**src/rtl/cpu5_pkg.sv**
```systemverilog
// Shared definitions for the 5-bit datapath: widths, ALU opcodes and sequencer states.
package cpu5_pkg;

  localparam int W    = 5;
  localparam int NREG = 4;
  localparam int AW   = $clog2(NREG);
  localparam int OPW  = 3;

  localparam logic [OPW-1:0] OP_ADD = 3'b000;
  localparam logic [OPW-1:0] OP_SUB = 3'b001;
  localparam logic [OPW-1:0] OP_AND = 3'b010;
  localparam logic [OPW-1:0] OP_OR  = 3'b011;
  localparam logic [OPW-1:0] OP_XOR = 3'b100;
  localparam logic [OPW-1:0] OP_ROL = 3'b101;
  localparam logic [OPW-1:0] OP_ROR = 3'b110;
  localparam logic [OPW-1:0] OP_LD  = 3'b111;

  typedef enum logic [1:0] {
    IDLE = 2'd0,
    EXEC = 2'd1,
    WB   = 2'd2
  } state_t;

  // Load/move bypasses the ALU and writes operand B unchanged.
  function automatic logic [W-1:0] wb_select(input logic [OPW-1:0] op,
                                             input logic [W-1:0]   b,
                                             input logic [W-1:0]   r);
    return (op == OP_LD) ? b : r;
  endfunction

endpackage

```
**src/rtl/cpu5_regfile.sv**
```systemverilog
// Direct-addressed register file: two combinational read ports, a debug read port,
// and one synchronous write port.
module cpu5_regfile
  import cpu5_pkg::*;
(
  input  logic          clk,
  input  logic          rst,
  input  logic [AW-1:0] ra_addr,
  output logic [W-1:0]  ra_data,
  input  logic [AW-1:0] rb_addr,
  output logic [W-1:0]  rb_data,
  input  logic [AW-1:0] dbg_addr,
  output logic [W-1:0]  dbg_data,
  input  logic          we,
  input  logic [AW-1:0] wa,
  input  logic [W-1:0]  wd
);

  logic [W-1:0] regs_q [NREG];

  always_ff @(posedge clk or posedge rst) begin
    if (rst) begin
      for (int i = 0; i < NREG; i++) regs_q[i] <= '0;
    end else if (we) begin
      regs_q[wa] <= wd;
    end
  end

  assign ra_data  = regs_q[ra_addr];
  assign rb_data  = regs_q[rb_addr];
  assign dbg_data = regs_q[dbg_addr];

endmodule

```
**src/rtl/alu_operand_sequencer.sv**
```systemverilog
// Three-cycle operand sequencer in front of the 5-bit ALU: accept/read, execute, write back.
module alu_operand_sequencer
  import cpu5_pkg::*;
(
  input  logic           clk,
  input  logic           rst,
  input  logic           in_valid,
  output logic           in_ready,
  input  logic [OPW-1:0] in_op,
  input  logic [AW-1:0]  in_rd,
  input  logic [AW-1:0]  in_rs,
  input  logic [AW-1:0]  in_rt,
  input  logic           in_use_imm,
  input  logic [W-1:0]   in_imm,
  output logic [W-1:0]   alu_a,
  output logic [W-1:0]   alu_b,
  output logic [OPW-1:0] alu_op,
  input  logic [W-1:0]   alu_r,
  output logic           wb_valid,
  output logic [AW-1:0]  wb_rd,
  output logic [W-1:0]   wb_data,
  output logic           zero_flag,
  input  logic [AW-1:0]  dbg_addr,
  output logic [W-1:0]   dbg_data
);

  state_t        state_q, state_d;
  logic [AW-1:0] rd_p0;
  logic [W-1:0]  data_p1;
  logic          zero_p2;
  logic [W-1:0]  rs_data, rt_data;

  cpu5_regfile u_regfile (
    .clk      (clk),
    .rst      (rst),
    .ra_addr  (in_rs),
    .ra_data  (rs_data),
    .rb_addr  (in_rt),
    .rb_data  (rt_data),
    .dbg_addr (dbg_addr),
    .dbg_data (dbg_data),
    .we       (state_q == WB),
    .wa       (rd_p0),
    .wd       (data_p1)
  );

  always_comb begin
    state_d  = state_q;
    in_ready = 1'b0;
    wb_valid = 1'b0;
    case (state_q)
      IDLE: begin
        in_ready = 1'b1;
        if (in_valid) state_d = EXEC;
      end
      EXEC: state_d = WB;
      WB: begin
        wb_valid = 1'b1;
        state_d  = IDLE;
      end
      default: state_d = IDLE;
    endcase
  end

  always_ff @(posedge clk or posedge rst) begin
    if (rst) begin
      state_q <= IDLE;
      alu_a   <= '0;
      alu_b   <= '0;
      alu_op  <= '0;
      rd_p0   <= '0;
      data_p1 <= '0;
      zero_p2 <= 1'b0;
    end else begin
      state_q <= state_d;
      case (state_q)
        // Accept: operands are frozen here and held toward the ALU until the next accept.
        IDLE: begin
          if (in_valid) begin
            alu_a  <= rs_data;
            alu_b  <= in_use_imm ? in_imm : rt_data;
            alu_op <= in_op;
            rd_p0  <= in_rd;
          end
        end
        // Execute: capture the ALU result (or operand B for load/move).
        EXEC: data_p1 <= wb_select(alu_op, alu_b, alu_r);
        // Write back: register file write happens on this same edge.
        WB: zero_p2 <= (data_p1 == '0);
        default: ;
      endcase
    end
  end

  assign wb_rd     = rd_p0;
  assign wb_data   = data_p1;
  assign zero_flag = zero_p2;

endmodule

```
**config.mk**
```make
export PLATFORM = sky130hd
export DESIGN_NAME = alu_operand_sequencer
export DESIGN_NICKNAME = d
export VERILOG_FILES = /design/src/rtl/cpu5_pkg.sv /design/src/rtl/cpu5_regfile.sv /design/src/rtl/alu_operand_sequencer.sv
export SDC_FILE = /design/constraint.sdc
export NUM_CORES = 1
export LEC_CHECK = 0
export CAP_MARGIN = 0
export CORE_UTILIZATION = 25
export DETAILED_ROUTE_END_ITERATION = 12
export GPL_TIMING_DRIVEN = 0
export PLACE_DENSITY = 0.47
export SETUP_SLACK_MARGIN = 0.05
export SYNTH_ARGS = -nofsm -noshare
export SYNTH_HDL_FRONTEND = slang
export SYNTH_SLANG_ARGS = --single-unit
```
**constraint.sdc**
```tcl
create_clock -name clk -period 4.1 [get_ports clk]
set_input_delay 0.82 -clock clk [delete_from_list [all_inputs] [get_ports clk]]
set_output_delay 0.82 -clock clk [all_outputs]
set_load 0.05 [all_outputs]
```
* Yosys cells after proc, flatten, opt, wreduce, memory -nomap -nowiden
Index checks and enable logic that the tools add are counted.
** Operators by class
- Magnitude comparators :: 5
- Equal/unequal tests :: 4
- Multiplexer cells :: 18
- Bitwise operators :: 4
- Reduce and logical (&&, ||, !) cells :: 4
** Operator list (count)
- 2-to-1 mux 5 bit :: 9
- binary-select mux 5 bit (select 2 bit) :: 3
- bitwise mux 20 bit :: 1
- >= comparator 3 bit (second input constant) :: 4
- NOT 2 -> 3 bit :: 4
- demux 5 bit (select 2 bit) :: 1
- zero test 5 bit :: 1
- case mux 2 bit (2 select lines) :: 1
- == test 3 bit (second input constant) :: 1
- less-than comparator 3 x 1 -> 1 bit (second input constant) :: 1
- == test 2 x 1 -> 1 bit (second input constant) :: 1
- == test 2 bit (second input constant) :: 1
- zero test 2 bit :: 1
- 2-to-1 mux 1 bit :: 2
- 2-to-1 mux 2 bit :: 1
- inequality test 2 bit (second input constant) :: 1
- AND reduction 2 bit :: 1
- logical AND 1 bit :: 1
** Storage, ports and cells
- Register bits after elaboration :: 43
- Bits of input ports :: 25
- Output and inout bits :: 28

* Longest topological paths before layout
Gate-level depths: netlist (run 1).
- Depth after elaboration :: 6
- Gate-level depth with buffers :: 4

* Cells and area by module
Synthesis (run 1) repeated with hierarchy kept, for this count alone.
** Second synthesis, totals
- Cell total of the unflattened synthesis :: 145
- Area total of the unflattened synthesis :: 2134.5 um^2
** Modules (own cells, without submodules)
- cpu5_regfile :: times used 1, cells each 63, area each 1177.4 um^2, seq. area each 500.5 um^2
- alu_operand_sequencer :: times used 1, cells each 82, area each 957.2 um^2, seq. area each 575.6 um^2

* Least setup slack after synthesis (run 1)
Ideal clock, no wire load.
- Kind :: input-to-output
- Start :: input dbg_addr[0]
- End :: output dbg_data[0]
- Arrival time :: 1.663 ns
- Required time :: 3.280 ns
- Path slack :: 1.617 ns
- Stages :: 2
- Path buffers :: 1
- Path through :: buf_2 > mux4_2
** Between the ends
- Cells in the longest elaborated chain, start to end :: 4
** Ends and longest elaborated chain
- start, declared :: RTL line alu_operand_sequencer.sv:23 : input logic [AW-1:0] dbg_addr,
- NOT 2 -> 3 bit (not written as such) :: RTL line cpu5_regfile.sv:31 : assign dbg_data = regs_q[dbg_addr];
- binary-select mux 5 bit (select 2 bit) :: RTL line cpu5_regfile.sv:31
- 2-to-1 mux 5 bit (not written as such) (2 in a row) :: RTL line cpu5_regfile.sv:31
- end, declared :: RTL line alu_operand_sequencer.sv:24 : output logic [W-1:0] dbg_data
No other way between the ends. The select of a mux whose other input is x is not followed.

* Final worst setup path (run 1)
- Start :: input dbg_addr[1]
- End :: output dbg_data[2]
Same word-level chain as after synthesis.

==> flow_summary_export.csv, run 1 <==
group,metric,value,unit
outcome,status,"complete, no violations",
setup_path,cp_max_fo,5,
clocking,cts_resized,0,
route,vias,1394,
floorplan,die_w,93.9,microns
route,wirelength,5.30,mm
floorplan,initial_core_util,25.8,%
floorplan,io-pin-count,53,
clocking,cts_max_path_buffers,2,
logic_synthesis,yosysSeqAreaShare,50.9,%
timing,fmax,294,MHz
setup_path,cp.required,3.28,ns
floorplan,core.rowCount,33,
setup_path,worstSetupPathType,"in2out",
power_and_ir_drop,ir_worst_vdd,319,uV
timing,setup_viol,0,
placed_design,gp_congestion,0.739,
timing,tightest_slew,0.511,ns
logic_synthesis,synth.top_cells.by_count,"43 x dfrtp_1, 30 x mux2_2, 15 x mux4_2",
logic_synthesis,synthArstFlopShare,100,%
final_layout,final_core_util,35.0,%
logic_synthesis,syn_area,2110,sq um
final_layout,final_cells,302,
logic_synthesis,yosys.area.top_type,"dfrtp_1",
logic_synthesis,synthFlopType,"dfrtp_1",
timing,rsz0062_at_grt,"no",
setup_path,start_kind,"input pin",
floorplan,core_area,8180,sq um
logic_synthesis,yosys.area.top_type_share,50.9,%
logic_synthesis,synth-edff-count,0,
power_and_ir_drop,power_leakage,1.20,nW
global_routing,grt.total_usage,13.1,%
route,drt_iter0_markers,30,
clocking,ctsHoldBuffers,0,
timing,skew,0.00687,ns
timing,relSlewSlack,65.9,%
timing,period_share,82.8,%
floorplan,die_h,93.9,microns
clocking,clk_pin_slew,0.09,ns
global_routing,grt_overflow_total,0,
clocking,post_cts_buffers,0,
clocking,numCtsBuffers,5,
global_routing,grt_pass1_wl,8.17,mm
clocking,cts_sinks,43,
global_routing,grt_start_max_net_pins,38,
clocking,cts_tree,"built",
power_and_ir_drop,total_power,2.12,mW
final_layout,area_growth_syn_to_layout,35.5,%
clocking,cts_root_buffer,"clkbuf_8",
logic_synthesis,synth_cell_types,21,
power_and_ir_drop,power_density,740,nW/um^2
logic_synthesis,syn_nets,165,
clocking,clkLatencyLatePin,0.30,ns
timing,fin_crit,3.40,ns
min_path,hold_path_class,"reg2reg",
setup_path,worst-endpoint-arrival,2.58,ns
route,first_pass_iters,4,
final_layout,drive_above_1_share,33.0,%
logic_synthesis,synth.most_common_cell,"dfrtp_1",
timing,slew_viol_final,0,
logic_synthesis,syn_avg_cell_area,15.1,sq um
route,drc,0,
final_layout,diodes,0,
placed_design,hpwlAfterDp,3.83,mm
logic_synthesis,synth_area_leaders,"dfrtp_1 51%, mux2_2 16%, mux4_2 16%, mux2i_1 4.7%, nor3b_4 1.8%",
logic_synthesis,syn_inst,140,
final_layout,fin_nets,221,
timing,timing_hold_violations_final,0,
global_routing,grt_pass1_vias,1436,
setup_path,crit_path_end_kind,"output port",
logic_synthesis,ys_warn_count,0,
global_routing,grt_antenna_before_repair,0,
run,max_cap_viol_count,0,
placed_design,port_buffers,48,
route,drt.antenna.violating_nets,0,
route,drt-vias-per-instance,4.62,
logic_synthesis,ys_ff_latch,43,
timing,final.setup.tns,0,ns
route,wl_per_cell,17.5,microns
clocking,ctsHtreeMaxLevel,2,
floorplan,die_area,8820,sq um
placed_design,place_inst,294,
==> flip-flops by register name, indices dropped and copies added, names as in the netlist <==
| name | flops |
|---|---|
| wb_data | 5 |
| alu_b | 5 |
| zero_flag | 1 |
| alu_op | 3 |
| u_regfile.regs_q | 20 |
| alu_a | 5 |
| state_q | 2 |
| wb_rd | 2 |
==> per-stage QoR <==
stage,area [sq um],hold WS (ns),setup WS (ns)
after global placement,2720,0.474,0.690
after detailed placement,2740,0.475,0.701
after global routing,2860,0.538,0.676
final,2860,0.489,0.704
after CTS,2860,0.495,0.695
after floorplan,2110,0.509,1.62
==> cell usage in the layout, fill, tap and decap left out, types with 2 or more instances in the layout <==
master | netlist | final
clkdlybuf4s50_1 | 0 | 48
dfrtp_1 | 43 | 43
mux2_2 | 30 | 30
mux4_2 | 15 | 15
mux2i_1 | 10 | 10
nor2_1 | 6 | 6
nand2_1 | 6 | 6
clkbuf_8 | 0 | 6
a21oi_1 | 5 | 5
o21ai_0 | 5 | 5
clkbuf_1 | 3 | 3
buf_2 | 3 | 3
nor3b_4 | 2 | 2
inv_1 | 3 | 2
==> cells by family after synthesis <==
family | share of synthesized area (%)
and+or+nand+nor | 7.29
buffers and inverters | 2.31
DFF | 50.9
muxes | 36.7
AOI/OAI and AO/OA | 2.72
==> layout make-up <==
type | count | area [sq um]
Fill cell | 852 | 5310
Sequential cell | 43 | 1080
Multi-Input combinational cell | 87 | 987
Timing Repair Buffer | 49 | 500
Tap cell | 105 | 131
Clock buffer | 6 | 82.6
Buffer | 7 | 37.5
Clock inverter | 2 | 35.0
Inverter | 3 | 11.3
==> worst paths after layout <==
| check | from | to | slack, ns | depth (start not counted) |
|---|---|---|---|---|
| min in group asynchronous | rst | wb_data[2] | 0.73 | 2 |
| max | dbg_addr[1] | dbg_data[2] | 0.70 | 3 |
| min | zero_flag | zero_flag | 0.49 | 2 |
| max in group asynchronous | rst | alu_a[1] | 2.92 | 3 |
| min reg2reg | zero_flag | zero_flag | 0.49 | 2 |
| max reg2reg | state_q[1] | alu_a[2] | 2.56 | 3 |
==> power by group <==
group,internal [mW],switching (mW)
sequential,0.593,0.178
combinational,0.444,0.549
clock,0.197,0.156
==> worst max-delay path: stages <==
cell and delay (ns):
clkdlybuf4s50_1 0.64, mux4_2 0.38, clkdlybuf4s50_1 0.72
==> per-layer routing <==
metal	wire length [microns]	part of all wire, %	track usage [%]
met5	0	0	0
met4	79	1.5	4.62
met3	192	3.6	2.75
met2	2510	47	20.5
met1	2520	48	17.8
No activity file was read; power rests on OpenSTA's default activity.
==> run 2, diff against run 1 <==
==> constraint.sdc (replaced) <==
create_clock -name clk -period 3.2 [get_ports clk]
set_input_delay 0.64 -clock clk [delete_from_list [all_inputs] [get_ports clk]]
set_output_delay 0.64 -clock clk [all_outputs]
set_load 0.05 [all_outputs]
==> results of run 2 <==
The final DEF is identical to that of run 1. Status: complete, no violations.
Main changes from that run: setup slack after placement 0.701 ns -> 0.161 ns; setup slack after layout 0.704 ns -> 0.164 ns; register-to-register setup slack 2.56 ns -> 1.66 ns; total power 2.12 mW -> 2.71 mW; worst IR drop on VDD 319 uV -> 408 uV
==> run 3, diff against run 2 <==
--- a/config.mk
+++ b/config.mk
@@ -5,7 +5,7 @@
 export SDC_FILE = /design/constraint.sdc
 export NUM_CORES = 1
 export LEC_CHECK = 0
-export CAP_MARGIN = 0
+export CAP_MARGIN = 20
 export CORE_UTILIZATION = 25
 export DETAILED_ROUTE_END_ITERATION = 12
 export GPL_TIMING_DRIVEN = 0
==> results of run 3 <==
The final DEF is identical to that of run 1. Status: complete, no violations.
Main changes from that run: setup slack after placement 0.701 ns -> 0.161 ns; setup slack after layout 0.704 ns -> 0.164 ns; register-to-register setup slack 2.56 ns -> 1.66 ns; total power 2.12 mW -> 2.71 mW; worst IR drop on VDD 319 uV -> 408 uV
